[src/rtl/io_pkg.sv]
// Shared types and helpers for the slow-input buffer: FSM states, default stop code, parity.
package io_pkg;

    typedef enum logic [2:0] {IDLE, RUN, HOLD, DRAIN, DONE} io_in_state_t;

    localparam logic [4:0] IO_STOP_CODE = 5'h10;

    // Bit that makes the total number of ones (data + this bit) odd.
    function automatic logic odd_parity(input logic [31:0] d);
        return ~(^d);
    endfunction

endpackage

[src/rtl/io_code_fifo.sv]
// Synchronous code FIFO; a pop frees the slot so a write to a full FIFO in the same cycle lands.
module io_code_fifo #(
    parameter int W     = 5,
    parameter int DEPTH = 8
) (
    input  logic                     clk,
    input  logic                     rst_n,
    input  logic                     i_flush,
    input  logic                     i_wr,
    input  logic [W-1:0]             i_wdata,
    input  logic                     i_rd,
    output logic [W-1:0]             o_rdata,
    output logic                     o_full,
    output logic                     o_empty,
    output logic [$clog2(DEPTH):0]   o_cnt
);

    localparam int PTR_W = $clog2(DEPTH);
    localparam logic [PTR_W:0] FULL_CNT = (PTR_W + 1)'(DEPTH);

    logic [W-1:0]     r_mem [DEPTH];
    logic [PTR_W-1:0] r_wr_ptr;
    logic [PTR_W-1:0] r_rd_ptr;
    logic [PTR_W:0]   r_cnt;
    logic             w_rd;
    logic             w_wr;

    assign o_full  = (r_cnt == FULL_CNT);
    assign o_empty = (r_cnt == '0);
    assign o_cnt   = r_cnt;
    assign o_rdata = r_mem[r_rd_ptr];

    assign w_rd = i_rd & ~o_empty & ~i_flush;
    assign w_wr = i_wr & (~o_full | w_rd) & ~i_flush;

    always_ff @(posedge clk or negedge rst_n) begin
        if (!rst_n) begin
            r_wr_ptr <= '0;
            r_rd_ptr <= '0;
            r_cnt    <= '0;
        end else if (i_flush) begin
            r_wr_ptr <= '0;
            r_rd_ptr <= '0;
            r_cnt    <= '0;
        end else begin
            if (w_wr) r_wr_ptr <= r_wr_ptr + 1'b1;
            if (w_rd) r_rd_ptr <= r_rd_ptr + 1'b1;
            case ({w_wr, w_rd})
                2'b10:   r_cnt <= r_cnt + 1'b1;
                2'b01:   r_cnt <= r_cnt - 1'b1;
                default: r_cnt <= r_cnt;
            endcase
        end
    end

    // Storage carries no reset; the head is only meaningful while the FIFO is non-empty.
    always_ff @(posedge clk) begin
        if (w_wr) r_mem[r_wr_ptr] <= i_wdata;
    end

endmodule

[src/rtl/io_in_buffer.sv]
// Multi-channel slow-input buffer: device select, motion throttling, stop detection, FIFO.
module io_in_buffer
    import io_pkg::*;
#(
    parameter int                NCHAN     = 4,
    parameter int                CODE_W    = 5,
    parameter int                DEPTH     = 8,
    parameter int                HOLD_LVL  = DEPTH - 2,
    parameter int                PARITY_EN = 0,
    parameter logic [CODE_W-1:0] STOP_CODE = CODE_W'(IO_STOP_CODE)
) (
    input  logic                                CLOCK,
    input  logic                                rst_n,
    input  logic                                enable,
    input  logic [$clog2(NCHAN)-1:0]            chan_sel,
    input  logic [NCHAN*(CODE_W+PARITY_EN)-1:0] dev_code,
    input  logic [NCHAN-1:0]                    dev_strobe,
    output logic [NCHAN-1:0]                    dev_run,
    output logic [CODE_W-1:0]                   code,
    output logic                                code_valid,
    input  logic                                code_take,
    output logic [$clog2(DEPTH):0]              fifo_cnt,
    output logic                                stop_seen,
    output logic                                done,
    output logic                                overrun,
    output logic                                parity_err,
    input  logic                                clr_flags
);

    localparam int SEL_W  = $clog2(NCHAN);
    localparam int WORD_W = CODE_W + PARITY_EN;
    localparam int CNT_W  = $clog2(DEPTH) + 1;
    localparam logic [CNT_W-1:0] HOLD_HI = CNT_W'(HOLD_LVL);
    localparam logic [CNT_W-1:0] HOLD_LO = CNT_W'(HOLD_LVL - 1);

    io_in_state_t      r_state;
    io_in_state_t      w_next;
    logic              r_en_q;
    logic [SEL_W-1:0]  r_sel;
    logic              r_stop_seen;
    logic              r_overrun;
    logic              r_parity_err;

    logic              w_en_rise;
    logic [WORD_W-1:0] w_word;
    logic [CODE_W-1:0] w_data;
    logic              w_strobe;
    logic              w_wr_req;
    logic              w_stop_evt;
    logic              w_pop;
    logic              w_par_bad;
    logic              w_full;
    logic              w_empty;
    logic [CODE_W-1:0] w_head;
    logic [CNT_W-1:0]  w_cnt;

    assign w_en_rise  = enable & ~r_en_q;
    assign w_word     = dev_code[int'(r_sel) * WORD_W +: WORD_W];
    assign w_data     = w_word[CODE_W-1:0];
    assign w_strobe   = dev_strobe[r_sel];
    assign w_wr_req   = w_strobe & enable & ~r_stop_seen & ((r_state == RUN) | (r_state == HOLD));
    assign w_stop_evt = w_wr_req & (w_data == STOP_CODE);
    assign w_pop      = code_take & ~w_empty;

    generate
        if (PARITY_EN != 0) begin : g_parity
            assign w_par_bad = (w_word[WORD_W-1] != odd_parity(32'(w_data)));
        end else begin : g_no_parity
            assign w_par_bad = 1'b0;
        end
    endgenerate

    io_code_fifo #(
        .W     (CODE_W),
        .DEPTH (DEPTH)
    ) u_fifo (
        .clk     (CLOCK),
        .rst_n   (rst_n),
        .i_flush (~enable),
        .i_wr    (w_wr_req),
        .i_wdata (w_data),
        .i_rd    (w_pop),
        .o_rdata (w_head),
        .o_full  (w_full),
        .o_empty (w_empty),
        .o_cnt   (w_cnt)
    );

    always_ff @(posedge CLOCK or negedge rst_n) begin
        if (!rst_n) begin
            r_state      <= IDLE;
            r_en_q       <= 1'b0;
            r_sel        <= '0;
            r_stop_seen  <= 1'b0;
            r_overrun    <= 1'b0;
            r_parity_err <= 1'b0;
        end else begin
            r_state <= w_next;
            r_en_q  <= enable;
            if (w_en_rise) r_sel <= chan_sel;
            if (!enable)         r_stop_seen <= 1'b0;
            else if (w_stop_evt) r_stop_seen <= 1'b1;
            // A set event in the same cycle as clr_flags must win.
            if (w_wr_req & w_full & ~w_pop) r_overrun <= 1'b1;
            else if (clr_flags)             r_overrun <= 1'b0;
            if (w_wr_req & w_par_bad) r_parity_err <= 1'b1;
            else if (clr_flags)       r_parity_err <= 1'b0;
        end
    end

    always_comb begin
        w_next = r_state;
        if (!enable) begin
            w_next = IDLE;
        end else begin
            case (r_state)
                IDLE:  if (w_en_rise) w_next = RUN;
                RUN: begin
                    if (w_stop_evt)            w_next = DRAIN;
                    else if (w_cnt >= HOLD_HI) w_next = HOLD;
                end
                // One entry of hysteresis keeps the device from chattering at the threshold.
                HOLD: begin
                    if (w_stop_evt)           w_next = DRAIN;
                    else if (w_cnt < HOLD_LO) w_next = RUN;
                end
                DRAIN: if (w_empty) w_next = DONE;
                DONE:  w_next = DONE;
                default: w_next = IDLE;
            endcase
        end
    end

    always_comb begin
        dev_run = '0;
        if (r_state == RUN) dev_run[r_sel] = 1'b1;
    end

    assign code       = w_empty ? '0 : w_head;
    assign code_valid = ~w_empty;
    assign fifo_cnt   = w_cnt;
    assign stop_seen  = r_stop_seen;
    assign done       = (r_state == DONE);
    assign overrun    = r_overrun;
    assign parity_err = r_parity_err;

endmodule

[config.mk]
export PLATFORM = sky130hd
export DESIGN_NAME = io_in_buffer
export DESIGN_NICKNAME = d
export VERILOG_FILES = /design/src/rtl/io_pkg.sv /design/src/rtl/io_code_fifo.sv /design/src/rtl/io_in_buffer.sv
export SDC_FILE = /design/constraint.sdc
export NUM_CORES = 1
export LEC_CHECK = 0
export ABC_CLOCK_PERIOD_IN_PS = 4950
export BUFFER_PORTS_ARGS = -buffer_cell sky130_fd_sc_hd__buf_4
export CAP_MARGIN = 40
export CORE_MARGIN = 4
export CORE_UTILIZATION = 35
export DETAILED_ROUTE_END_ITERATION = 10
export PLACE_DENSITY = 0.64
export SLEW_MARGIN = 10
export SYNTH_ARGS = -nofsm -noshare
export SYNTH_HDL_FRONTEND = slang
export SYNTH_SLANG_ARGS = --single-unit
[constraint.sdc]
create_clock -name CLOCK -period 4.95 [get_ports CLOCK]
set_input_delay 0.495 -clock CLOCK [delete_from_list [all_inputs] [get_ports CLOCK]]
set_output_delay 0.495 -clock CLOCK [all_outputs]
set_load 0.1 [all_outputs]
## Word level (Yosys, flattened, before mapping)

Memories as Yosys holds them, arrays and structs flattened.
Index checks and enable logic that the tools add are counted.

| word-level totals | value |
|---|---|
| bits in registers | 18 |
| memory bits (writable) | 40 |
| input port bits | 31 |
| output and inout port bits | 18 |
| word-level logic and storage cells | 85 |
| memories | 1 |

Memory list:

| memory | words | bits a word | rd ports | clocked after Yosys merged registers in | wr ports | RTL line | RTL |
|---|---|---|---|---|---|---|---|
| u_fifo.r_mem | 8 | 5 | 1 | 0 | 1 | io_code_fifo.sv:21 | `logic [W-1:0] r_mem [DEPTH];` |

| cells by class | value |
|---|---|
| add/sub/neg operators | 4 |
| multiply operators | 1 |
| order comparisons | 4 |
| equality and inequality tests | 16 |
| shifts and indexed selects | 1 |
| muxes and demuxes | 26 |
| bitwise gates (word level) | 19 |
| reduce and logical (&&, ||, !) cells | 5 |

Operators with widths:

| operator | number |
|---|---|
| two-way mux 3 bit | 11 |
| indexed part select 20 x 6 -> 5 bit | 1 |
| one-hot mux 3 bit (5 select lines) | 1 |
| AND 1 bit | 12 |
| two-way mux 1 bit | 8 |
| two-way mux 4 bit | 2 |
| != test 4 x 3 -> 1 bit (second input constant) | 2 |
| one-hot mux 4 bit (2 select lines) | 1 |
| adder 3 x 1 -> 3 bit (second input constant) | 2 |
| == test 3 x 2 -> 1 bit (second input constant) | 2 |
| != test 2 x 1 -> 1 bit (second input constant) | 3 |
| == test 5 bit (second input constant) | 1 |
| multiplier 2 x 3 -> 5 bit (second input constant) | 1 |
| two-way mux 5 bit | 1 |
| NOT 1 bit | 5 |
| adder 4 x 1 -> 4 bit (second input constant) | 1 |
| == test 4 bit (second input constant) | 1 |
| >= comparator 4 x 3 -> 1 bit (second input constant) | 1 |
| zero test 4 bit | 1 |
| less-than comparator 4 x 3 -> 1 bit (second input constant) | 1 |
| AND reduction 4 bit | 1 |
| subtractor 4 x 1 -> 4 bit (second input constant) | 1 |
| == test 3 x 1 -> 1 bit (second input constant) | 1 |
| == test 3 bit (second input constant) | 1 |
| 13 further kinds | 14 |

## Longest topological paths before layout

| depth | value |
|---|---|
| depth in word-level cells | 11 |
| gate-level depth with buffers | 9 |
| mapped depth without buffers | 8 |

## Cells and area by module

From an unflattened synthesis, not the netlist that was laid out.

| second synthesis, totals | value |
|---|---|
| cell total of the unflattened synthesis | 208 |
| area total of the unflattened synthesis | 2937.8 um^2 |

By module, submodules not included:

| module | times used | cells an instance | area an instance (um^2) | seq. area each (um^2) |
|---|---|---|---|---|
| io_code_fifo | 1 | 139 | 2269.7 | 1451.4 |
| io_in_buffer | 1 | 69 | 668.1 | 200.2 |

## Worst setup path before layout

No wires, ideal clock.

| path | value |
|---|---|
| kind | flip-flop to output port |
| from | reg r_sel[1] |
| to | out dev_run[1] |
| arrival | 3751 ps |
| data required time | 4455 ps |
| path slack | 704 ps |
| cell stages (with the launch flop) | 3 |
| path buffers | 1 |
| cells stage by stage | dfrtp_1 -> clkbuf_1 -> nor4b_1 |

| between the ends | value |
|---|---|
| longest elaborated chain between the ends | 5 |
| elaborated cells on any way between the ends | 6 |
| classes of those cells | order compare: 2; mux: 3; reduce/logical: 1 |

RTL lines:

| element | RTL line | RTL |
|---|---|---|
| start, declared | io_in_buffer.sv:39 | `logic [SEL_W-1:0] r_sel;` |
| start signal, assigned | io_in_buffer.sv:100 | `if (w_en_rise) r_sel <= chan_sel;` |
| less-than comparator 2 x 3 -> 1 bit (not written as such) / >= comparator 2 x 1 -> 1 bit (equally long branches) | io_in_buffer.sv:136 | `if (r_state == RUN) dev_run[r_sel] = 1'b1;` |
| logical AND 1 bit (not written as such) | io_in_buffer.sv:136 |  |
| two-way mux 1 bit (not written as such) | io_in_buffer.sv:136 |  |
| demux 1 bit (select 2 bit) (*) | io_in_buffer.sv:136 |  |
| two-way mux 4 bit (*) | io_in_buffer.sv:136 |  |
| end, declared | io_in_buffer.sv:18 | `output logic [NCHAN-1:0] dev_run,` |

Every way passes the cells marked *; elsewhere a longest branch is shown, timed or not.

## Worst setup path after layout

| path | value |
|---|---|
| from | reg u_fifo.r_rd_ptr[0] |
| to | out code[2] |

| between the ends | value |
|---|---|
| longest elaborated chain between the ends | 2 |

RTL lines:

| element | RTL line | RTL |
|---|---|---|
| start, declared | io_code_fifo.sv:23 | `logic [PTR_W-1:0] r_rd_ptr;` |
| start signal, assigned | io_code_fifo.sv:47 | `if (w_rd) r_rd_ptr <= r_rd_ptr + 1'b1;` |
| memory (8 x 5 bit) | n/a |  |
| two-way mux 5 bit | io_in_buffer.sv:139 | `assign code = w_empty ? '0 : w_head;` |
| end, declared | io_in_buffer.sv:19 | `output logic [CODE_W-1:0] code,` |

Every way passes these cells.

==> results.json <==
{
  "cts_made_buffers": 9,
  "finalMaxSlewViolations": 0,
  "synthArstFlopShare": 0.310,
  "skew_ns": 0.00970,
  "crit_arrival_ns": 2.21,
  "final_layout_size_suffix_gt1_frac": 0.344,
  "synth.yosys.seq_area_share": 0.575,
  "rsz0062_at_grt": "false",
  "crit_buf_inv": 1,
  "cp_data_required_time_ns": 4.45,
  "crit_family": "flip-flops",
  "detailed_place.area_mm2": 0.00328,
  "final.setup.tns_ns": 0,
  "hold_viol": 0,
  "track_usage": 0.121,
  "fill_cells": 729,
  "drt_first_pass_iters": 4,
  "via_count": 1806,
  "synth_edf_count": 40,
  "ir_worst_vdd_v": 0.000246,
  "syn_to_final_growth_pct": 21.7,
  "p_leak_uw": 0.00135,
  "utilization": 0.446,
  "power.density_mw_per_mm2": 552,
  "synth.distinct_cells": 47,
  "dp_hpwl_mm": 4.03,
  "clk_pin_slew_ns": 0.07,
  "synth_ff_type": "edfxtp_1",
  "holdBufCountCts": 0,
  "routed_via_density": 5.09,
  "cp-end-kind": "output pin",
  "syn_inst": 205,
  "post-route-period-util": 0.546,
  "finalWorstSetupSlack_ns": 2.25,
  "max_slew_margin": 0.509,
  "clk_path_buf_depth": 2,
  "final_cell_mix": "buf_4 (47), edfxtp_1 (40), dfrtp_1 (18)",
  "drtIter0Drc": 165,
  "gr-total-overflow": 0,
  "antenna_found_initial": 0,
  "die_y_um": 98.6,
  "place_ws_ns": 2.27,
  "syn-cell-area_mm2": 0.00287,
  "cp-start-kind": "flop",
  "avgSynthCellArea_um2": 14.0,
  "start_util": 0.366,
  "routedWlPerCell_um": 15.8,
  "achievable-frequency_mhz": 370,
  "tightest_slew_ns": 0.730,
  "grt_pass1_vias": 1739,
  "cts_setup_buffers": 0,
  "dieWidth_um": 98.6,
  "crit_fanout": 12,
  "ant_nets": 0,
  "cap_violations": 0,
  "slowest_delay_ns": 0.81,
  "status": "completed",
  "grt_start_max_net_pins": 23,
  "setup_viol": 0,
  "cts_tree": "done",
  "grt_pass1_wl_mm": 9.11,
  "num_antenna_cells": 0,
  "fin_area_mm2": 0.00350,
  "critPathKind": "reg -> out",
  "synth_nets": 240,
  "insertion_delay_ns": 0.34,
  "crit_slowest_cell": "dfrtp_1",
  "ios": 49,
  "root_buffer": "clkbuf_8",
  "hold_path.class": "in -> async",
  "yosysWarnings": 0,
  "drc": 0,
  "finalWeightedCongestion": 0.847,
  "dieArea_mm2": 0.00972,
  "postCtsResizedCells": 0,
  "clock-sinks": 58,
  "fin_crit_ns": 2.70,
  "num-nets-final": 283,
  "drt-total-wl_mm": 5.62,
  "ys_ff_latch": 58,
  "layout_commonest_cell": "buf_4",
  "cts_max_level": 3,
  "core_area_mm2": 0.00785,
  "io_buffers": 47,
  "core.rowCount": 32,
  "cp_cell_sequence": "mux4_2 > mux2i_1 > nor2_1 > buf_4"
}
==> layout make-up <==
class,instances,area [µm²],share of cell area
Clock buffer,9,124,0.0354
Clock inverter,7,92.6,0.0265
Inverter,5,18.8,0.00537
Multi-Input combinational cell,127,1130,0.323
Sequential cell,58,1650,0.472
Tap cell,102,128,0.0365
Timing Repair Buffer,47,353,0.101
==> final timing paths <==
kind	start	endpoint	slack, ns	depth (start not counted)
worst max-delay path	u_fifo.r_rd_ptr[0]	code[2]	2.25	4
worst min-delay path	rst_n	stop_seen	0.02	1
worst max register to register	r_sel[0]	u_fifo.o_cnt[3]	2.33	8
worst min register to register	overrun	overrun	0.53	2
max in group asynchronous	rst_n	u_fifo.r_wr_ptr[0]	4.73	1
min in group CLOCK	clr_flags	overrun	0.35	2
==> cells by family after synthesis <==
logic type / share of synthesized area
other cells: 0.00130
buf+inv: 0.0322
compound gates: 0.0614
fa+ha+maj: 0.0174
flops: 0.575
xor+xnor: 0.0122
mux: 0.185
simple gates: 0.116
==> metal layers <==
layer	wire length, µm	up-vias	track usage
met2	2550	57	0.185
met4	165	0	0.0788
met3	263	10	0.0226
met1	2650	872	0.158
li1	-	867	-
met5	0	-	0
==> synthesized netlist by cell type, types with 2 or more instances <==
master,instances,area [µm²]
a31oi_1,2,12.5
edfxtp_1,40,1200
dfrtp_1,18,450
buf_2,5,25.0
and2_1,2,12.5
mux2_2,2,22.5
xor2_1,3,26.3
o21a_1,5,37.5
clkbuf_1,8,30.0
nor2b_1,2,12.5
mux4_2,16,360
nand2_1,14,52.6
ha_1,4,50.1
nor3_1,6,30.0
o21ai_0,3,15.0
inv_1,4,15.0
and3_1,4,25.0
mux2i_1,12,120
nand2b_1,5,31.3
nor2_1,15,56.3
nor4b_1,2,17.5
a211oi_1,3,22.5
a21oi_1,4,20.0
nand3_1,3,15.0
==> power breakdown <==
group | total, µW | leakage [µW] | switching [µW] | internal [µW]
logic | 808 | 0.000643 | 557 | 251
clock network | 474 | 0.000103 | 192 | 282
registers | 650 | 0.000600 | 85.9 | 564
==> flip-flops by register name, indices dropped and copies added, names as in the netlist <==
register         count
u_fifo.r_mem        40
u_fifo.o_cnt         4
r_state              3
u_fifo.r_rd_ptr      3
u_fifo.r_wr_ptr      3
r_sel                2
overrun              1
r_en_q               1
stop_seen            1
==> per-stage QoR <==
stage	cells	hold slack [ns]	power, µW
after detailed placement	339	0.381	1480
after floorplan	205	0.199	1310
final	355	0.0170	1930
after global placement	339	0.380	1470
after global routing	355	0.0269	2020
after CTS	355	0.00874	1950
No activity file was read; power rests on OpenSTA's default activity.
